--- src/rtl/imm_pack_loader.sv ---
//==============================================================================
// Module      : imm_pack_loader
// Description : Range-checks an immediate for the selected format, scatters it
//               into an instruction template, and writes words sequentially.
// Revision    : 1.0 - initial release
//==============================================================================
`default_nettype none

module imm_pack_loader #(
    parameter int ADDR_W = 8,
    parameter int CNT_W  = 8
) (
    input  logic              clk,
    input  logic              rst,
    input  logic              start,
    input  logic [ADDR_W-1:0] base_addr,
    input  logic [CNT_W-1:0]  word_count,
    input  logic              in_valid,
    output logic              in_ready,
    input  logic [2:0]        in_imm_sel,
    input  logic [31:0]       in_value,
    input  logic [31:0]       in_template,
    output logic              imem_we,
    output logic [ADDR_W-1:0] imem_addr,
    output logic [31:0]       imem_wdata,
    output logic              busy,
    output logic              done,
    output logic              err,
    output logic [CNT_W-1:0]  err_count
);

    localparam logic [2:0] c_SEL_I  = 3'b000;
    localparam logic [2:0] c_SEL_SH = 3'b001;
    localparam logic [2:0] c_SEL_S  = 3'b010;
    localparam logic [2:0] c_SEL_B  = 3'b011;
    localparam logic [2:0] c_SEL_U  = 3'b100;
    localparam logic [2:0] c_SEL_J  = 3'b101;

    localparam logic [ADDR_W-1:0] c_ADDR_ONE = {{(ADDR_W-1){1'b0}}, 1'b1};
    localparam logic [CNT_W-1:0]  c_CNT_ONE  = {{(CNT_W-1){1'b0}}, 1'b1};

    typedef enum logic [1:0] {
        c_IDLE = 2'd0,
        c_RUN  = 2'd1,
        c_FIN  = 2'd2
    } state_t;

    state_t            r_state_q,   w_state_d;
    logic [CNT_W-1:0]  r_rem_q,     w_rem_d;
    logic [ADDR_W-1:0] r_addr_q,    w_addr_d;
    logic              r_we_q,      w_we_d;
    logic [ADDR_W-1:0] r_waddr_q,   w_waddr_d;
    logic [31:0]       r_wdata_q,   w_wdata_d;
    logic              r_done_q,    w_done_d;
    logic              r_err_q,     w_err_d;
    logic [CNT_W-1:0]  r_err_cnt_q, w_err_cnt_d;

    logic [31:0] w_enc_word;
    logic        w_enc_legal;
    logic        w_handshake;

    // Illegal requests pass the template through untouched.
    always_comb begin
        w_enc_word  = in_template;
        w_enc_legal = 1'b0;
        case (in_imm_sel)
            c_SEL_I: begin
                w_enc_word[31:20] = in_value[11:0];
                w_enc_legal       = (&in_value[31:11]) | ~(|in_value[31:11]);
            end
            c_SEL_SH: begin
                w_enc_word[24:20] = in_value[4:0];
                w_enc_legal       = ~(|in_value[31:5]);
            end
            c_SEL_S: begin
                w_enc_word[31:25] = in_value[11:5];
                w_enc_word[11:7]  = in_value[4:0];
                w_enc_legal       = ~(|in_value[31:12]);
            end
            c_SEL_B: begin
                w_enc_word[31]    = in_value[12];
                w_enc_word[7]     = in_value[11];
                w_enc_word[30:25] = in_value[10:5];
                w_enc_word[11:8]  = in_value[4:1];
                w_enc_legal       = ~in_value[0] &
                                    ((&in_value[31:12]) | ~(|in_value[31:12]));
            end
            c_SEL_U: begin
                w_enc_word[31:12] = in_value[19:0];
                w_enc_legal       = (&in_value[31:19]) | ~(|in_value[31:19]);
            end
            c_SEL_J: begin
                w_enc_word[31]    = in_value[20];
                w_enc_word[19:12] = in_value[19:12];
                w_enc_word[20]    = in_value[11];
                w_enc_word[30:21] = in_value[10:1];
                w_enc_legal       = ~in_value[0] &
                                    ((&in_value[31:20]) | ~(|in_value[31:20]));
            end
            default: w_enc_legal = 1'b0;
        endcase
        if (!w_enc_legal) begin
            w_enc_word = in_template;
        end
    end

    assign in_ready    = (r_state_q == c_RUN) && (r_rem_q != '0);
    assign w_handshake = in_valid & in_ready;

    always_comb begin
        w_state_d   = r_state_q;
        w_rem_d     = r_rem_q;
        w_addr_d    = r_addr_q;
        w_we_d      = 1'b0;
        w_waddr_d   = r_waddr_q;
        w_wdata_d   = r_wdata_q;
        w_done_d    = 1'b0;
        w_err_d     = r_err_q;
        w_err_cnt_d = r_err_cnt_q;
        case (r_state_q)
            c_IDLE: begin
                if (start) begin
                    w_addr_d    = base_addr;
                    w_rem_d     = word_count;
                    w_err_d     = 1'b0;
                    w_err_cnt_d = '0;
                    w_state_d   = (word_count == '0) ? c_FIN : c_RUN;
                end
            end
            c_RUN: begin
                if (w_handshake) begin
                    w_we_d    = 1'b1;
                    w_waddr_d = r_addr_q;
                    w_wdata_d = w_enc_word;
                    w_addr_d  = r_addr_q + c_ADDR_ONE;
                    w_rem_d   = r_rem_q - c_CNT_ONE;
                    if (!w_enc_legal) begin
                        w_err_d = 1'b1;
                        if (!(&r_err_cnt_q)) begin
                            w_err_cnt_d = r_err_cnt_q + c_CNT_ONE;
                        end
                    end
                    if (r_rem_q == c_CNT_ONE) begin
                        w_state_d = c_FIN;
                    end
                end
            end
            // done is registered so it lands the cycle after the final write.
            c_FIN: begin
                w_done_d  = 1'b1;
                w_state_d = c_IDLE;
            end
            default: w_state_d = c_IDLE;
        endcase
    end

    always_ff @(posedge clk) begin
        if (rst) begin
            r_state_q   <= c_IDLE;
            r_rem_q     <= '0;
            r_addr_q    <= '0;
            r_we_q      <= 1'b0;
            r_waddr_q   <= '0;
            r_wdata_q   <= '0;
            r_done_q    <= 1'b0;
            r_err_q     <= 1'b0;
            r_err_cnt_q <= '0;
        end else begin
            r_state_q   <= w_state_d;
            r_rem_q     <= w_rem_d;
            r_addr_q    <= w_addr_d;
            r_we_q      <= w_we_d;
            r_waddr_q   <= w_waddr_d;
            r_wdata_q   <= w_wdata_d;
            r_done_q    <= w_done_d;
            r_err_q     <= w_err_d;
            r_err_cnt_q <= w_err_cnt_d;
        end
    end

    assign imem_we    = r_we_q;
    assign imem_addr  = r_waddr_q;
    assign imem_wdata = r_wdata_q;
    assign busy       = (r_state_q == c_RUN);
    assign done       = r_done_q;
    assign err        = r_err_q;
    assign err_count  = r_err_cnt_q;

endmodule

`default_nettype wire

--- config.mk ---
export PLATFORM = sky130hd
export DESIGN_NAME = imm_pack_loader
export DESIGN_NICKNAME = d
export VERILOG_FILES = /design/src/rtl/imm_pack_loader.sv
export SDC_FILE = /design/constraint.sdc
export NUM_CORES = 1
export LEC_CHECK = 0
export ABC_AREA = 0
export BUFFER_PORTS_ARGS = -buffer_cell sky130_fd_sc_hd__buf_2
export CORE_ASPECT_RATIO = 1.2
export CORE_UTILIZATION = 54
export DETAILED_ROUTE_END_ITERATION = 12
export PLACE_DENSITY_LB_ADDON = 0.25
export RECOVER_POWER = 25
export SETUP_SLACK_MARGIN = 0.3
export SYNTH_ARGS = -nofsm -noshare
export SYNTH_HDL_FRONTEND = slang
export SYNTH_SLANG_ARGS = --single-unit
--- constraint.sdc ---
create_clock -name clk -period 3.8 [get_ports clk]
set_input_delay 0.38 -clock clk [delete_from_list [all_inputs] [get_ports clk]]
set_output_delay 0.38 -clock clk [all_outputs]
set_load 0.05 [all_outputs]
* Yosys cells after proc, flatten, opt, wreduce, memory -nomap -nowiden *
Cells that the tools add are included.

cells by class
  add/sub/neg operators = 3
  equal/unequal tests = 13
  multiplexer cells = 28
  bitwise logic cells = 14
  reduce and logical (&&, ||, !) cells = 24

operators by type and width
  kind                 count
  $mux 8               8
  $pmux 8 s2           4
  $mux 32              1
  $pmux 7 s4           1
  $reduce_or 27->1     1
  $reduce_and 21->1    1
  $reduce_or 21->1     1
  $reduce_and 20->1    1
  $reduce_or 20->1     1
  $add 8x1->8 const B  2
  $pmux 5 s3           1
  $reduce_and 13->1    1
  $reduce_or 13->1     1
  $reduce_and 12->1    1
  $reduce_or 12->1     1
  $pmux 5 s2           1
  $eq 8x1->1 const B   1
  $logic_not 8->1      1
  $mux 2               4
  $reduce_and 8->1     1
  $reduce_bool 8->1    1
  $sub 8x1->8 const B  1
  $not 1->1            7
  $eq 3x2->1 const B   2
  other kinds (21)     37

storage, ports and cells
  register bits after elaboration = 69
  input port bits = 87
  word-level logic and storage cells = 91

* Depth between registers and ports, before layout *
  depth in word-level cells = 8
  mapped depth = 11
  depth with buffers taken out = 10

* Worst setup path before layout *
No wires, ideal clock.

  path kind = reg2reg
  start = register r_state_q[1]
  end = register r_wdata_q[21], in the netlist imem_wdata[21]
  library setup time = 0.070 ns
  data arrival time = 2.475 ns
  slack = 1.255 ns
  stages on the path, launching flop included = 9
  path through = dfxtp_1 -> clkbuf_1 -> nand2b_1 -> a21oi_1 -> and2_1 -> clkbuf_1 -> clkbuf_1 -> o221ai_1 -> a21oi_1

between the ends
  longest elaborated chain between the ends = 4

ends and longest elaborated chain
  element                            line  RTL
  from (decl)                        48    state_t r_state_q, w_state_d;
  from (signal assigned)             159   r_state_q <= c_IDLE;
  from (signal assigned)             169   r_state_q <= w_state_d;
  $eq 2x1->1                         107   assign in_ready = (r_state_q == c_RUN) && (r_rem_q != '0);
  $logic_and 1x1->1                  107
  net in_ready                       19    output logic in_ready,
  $and 1x1->1                        108   assign w_handshake = in_valid & in_ready;
  $reduce_and 2->1 (no source line)  -
  to (signal assigned)               174   r_wdata_q <= w_wdata_d;
  to (decl)                          53    logic [31:0] r_wdata_q, w_wdata_d;

The timed path passes the listed nets, and every way through them passes these cells.
A chain may end at the register's enable or synchronous reset.

* Worst setup path after layout *
  start = register r_rem_q[4]
  end = register r_err_cnt_q[6], in the netlist err_count[6]

between the ends
  longest elaborated chain between the ends = 5

ends and longest elaborated chain
  element                            line  RTL
  from (decl)                        49    logic [CNT_W-1:0] r_rem_q, w_rem_d;
  from (signal assigned)             170   r_rem_q <= w_rem_d;
  $reduce_bool 8->1                  107
  $logic_and 1x1->1                  107
  $and 1x1->1                        108
  $ne 2x1->1 (no source line)        -
  $reduce_and 5->1 (no source line)  -
  to (signal assigned)               177   r_err_cnt_q <= w_err_cnt_d;
  to (decl)                          56    logic [CNT_W-1:0] r_err_cnt_q, w_err_cnt_d;

No other way between the ends.

==> results by group <==
Floorplanning
  – Core area: 6850 µm²
  – # rows: 33
  – Die Span Y: 94.2 µm
  – Initial core utilization: 55.8%
  – Die area: 7430 µm²
  – Die X: 78.8 µm
  – I/O pins: 140

Setup path
  – Critical Path RT: 4.05 ns
  – Kind of critical path: reg -> reg
  – Max FO, Critical Path: 38
  – Critical Path, Cell by Cell: or3_1, o311ai_4, buf_4, a21o_1, a21oi_1, a221oi_1
  – Crit end category: flop
  – Critical path data arrival time: 2.85 ns
  – Worst Setup Start Kind: flop
  – CP max stage delay: 0.55 ns
  – Slowest CP cell: a21o_1

Clocking
  – Clk_lat worst skew: 0.35 ns
  – Cts hold-fix bufs: 0
  – Clock Sinks: 69
  – Worst-path clk slew: 0.08 ns
  – Setup Fix Bufs, Post-CTS: 0
  – Root Driver: clkbuf_8
  – Clock buffer depth: 2
  – PostCTS Resize Cnt: 0
  – H-tree lvl count: 3
  – Total CTS buffers: 9
  – CTS tree: yes

Run status
  – Status: completed

GRT
  – Largest net degree at the start of global routing: 72
  – First-pass GRT wire length: 18100 µm
  – Overall Global Routing Usage: 31.0%
  – Number of antenna violations at the first check in global routing: 0
  – Grt ovf: 0
  – Vias in the first global route: 3851

Final layout
  – Layout cells sized above 1: 24.1%
  – Ant diodes: 0
  – Nets: 715
  – Area grow syn2layout: 23.9%

Timing
  – Final setup vio count: 0
  – Final slew viol count: 0
  – Slew HR: 38.5%
  – Final setup TNS: 0 ns
  – RSZ-0062 raised after global routing: false
  – Worst-Margin Slew: 0.921 ns
  – Setup ws final: 1.20 ns
  – Fin crit period: 2.60 ns
  – Hold slack: 0.261 ns
  – Final Cycle Share: 68.5%
  – FMAX: 0.384 GHz
  – Final Hold Fails: 0
  – Worst clock skew: 0.00783 ns

Route
  – DRT Wirelength: 11400 µm
  – DR pass1 iterations: 5
  – Via/cell ratio: 5.95
  – Residual DRC: 0
  – Detail Route Antenna Nets: 0
  – First DRT Iteration DRCs: 291
  – Vias: 4248
  – Wire length per cell: 15.9 µm

Logic synthesis
  – Net count after synthesis: 591
  – Most frequent cell after synthesis: dfxtp_1
  – Cells after Synth: 499
  – Largest area contributor in the netlist: dfxtp_1
  – Synth Area per Inst: 7.67 µm²
  – Area contributors post-synth: dfxtp_1, nand2_1, a21oi_1, nor2_1, o21ai_0
  – Unique cell type count in the Yosys netlist: 55
  – Yosys warns: 0
  – Yosys reg bits: 69
  – Post-synth top flop: dfxtp_1
  – Share of the synthesized area in the top cell type: 36.1%
  – Syn Std Cell Area: 3830 µm²
  – Register area share after synthesis: 36.1%
  – Ys async rst share: 0%
  – Number of flops mapped to enable cells by yosys: 0
  – Synth cell count leaders: dfxtp_1, nand2_1, a21oi_1

Placed design
  – Placer Congestion: 0.918
  – # port buffers: 139
  – Dpl ws: 1.07 ns
  – Post-DP HPWL: 8170 µm

Power and ir drop
  – Lkg Pwr: 1.88 nW
  – Pwr Total: 1.85 mW
  – Peak VDD IR: 0.253 mV
  – Power Density: 390 nW/µm²

Min path
  – Tightest Hold Check Type: in -> reg

Run
  – Max cap viols: 0
[flip-flops by register name, indices dropped and copies added (netlist names)]
name,count
done,1
err,1
err_count,8
imem_addr,8
imem_wdata,32
imem_we,1
r_addr_q,8
r_rem_q,8
r_state_q,2
[critical path, delay by kind of cell, from the launching register on]
| kind | cells | cell delay [ns] |
|---|---|---|
| AOI/OAI and AO/OA | 4 | 1.27 |
| and+or+nand+nor | 1 | 0.48 |
| buffers and inverters | 1 | 0.40 |
| DFF | 1 | 0.35 |
[final cells by class]
type | count | area, µm²
Clock buffer | 10 | 138
Tap cell | 87 | 109
Clock inverter | 5 | 60.1
Multi-Input combinational cell | 382 | 2280
Inverter | 13 | 48.8
Sequential cell | 69 | 1380
Timing Repair Buffer | 148 | 727
Fill cell | 599 | 2110
[logic make-up after synthesis]
kind of cell             synth area share, %
flip-flops                              36.1
AND/OR/NAND/NOR                         25.6
multiplexers                            4.68
XOR/XNOR                               0.458
buffers and inverters                   4.81
adder cells (fa/ha/maj)                 1.64
AO/OA/AOI/OAI                           26.7
[where the power goes]
part	internal, mW	switching, mW
Clock	0.320	0.285
Sequential	0.765	0.0324
Combinational	0.144	0.304
[through the flow]
| step | cells | area (µm²) | util (%) |
|---|---|---|---|
| 5_1_grt | 714 | 4740 | 69.2 |
| 2_1_floorplan | 499 | 3830 | - |
| 4_1_cts | 714 | 4780 | 69.7 |
| 3_5_place_dp | 699 | 4580 | 66.8 |
| 6_report | 714 | 4740 | 69.2 |
| 3_3_place_gp | 699 | 4580 | 66.8 |
[cells in the final DEF, fill, tap and decap left out, types with 2 or more instances in the layout]
master    synthesis  routed
o221ai_1         12      12
clkbuf_1         30      29
nand4_1           5       5
a22oi_1          11      11
o31ai_1           9       9
nand2b_1          8       8
nor4_1            9       9
mux2_2            7       7
a211o_1           4       4
or2_2             2       2
or3_1             3       3
o21ai_0          27      27
nand3b_1         10      10
ha_1              5       5
dfxtp_1          69      69
o22ai_1           7       7
nor3b_1           4       4
nor3_1           10      10
a211oi_1          2       2
or4_1             2       2
nand3_1          14      14
nand2_1          68      68
nor2b_1           9       9
buf_2             3     110
buf_4             0       9
mux2i_1          10      10
a21oi_1          50      50
nor2_1           48      48
clkbuf_8          0      10
and3_1            9       9
inv_1            12      12
a31oi_1           9       9
a221oi_1          2       2
a311oi_1          5       5
[metal layers]
metal | up-vias | GRT usage (%) | part of all wire (%)
met5 | - | 0 | 0
li1 | 2070 | - | -
met3 | 18 | 4.56 | 7.0
met1 | 1937 | 39.0 | 43
met2 | 223 | 53.0 | 48
met4 | 0 | 12.1 | 2.0
[worst paths after layout]
path	slack [ns]	cells after the start	to	startpoint
hold reg to reg	0.46	2	imem_wdata[21]	imem_wdata[21]
setup / recovery	1.20	6	err_count[6]	r_rem_q[4]
setup reg to reg	1.20	6	err_count[6]	r_rem_q[4]
hold / removal	0.26	3	imem_wdata[1]	in_template[1]
Note: power is estimated with default switching activity, not from simulation.
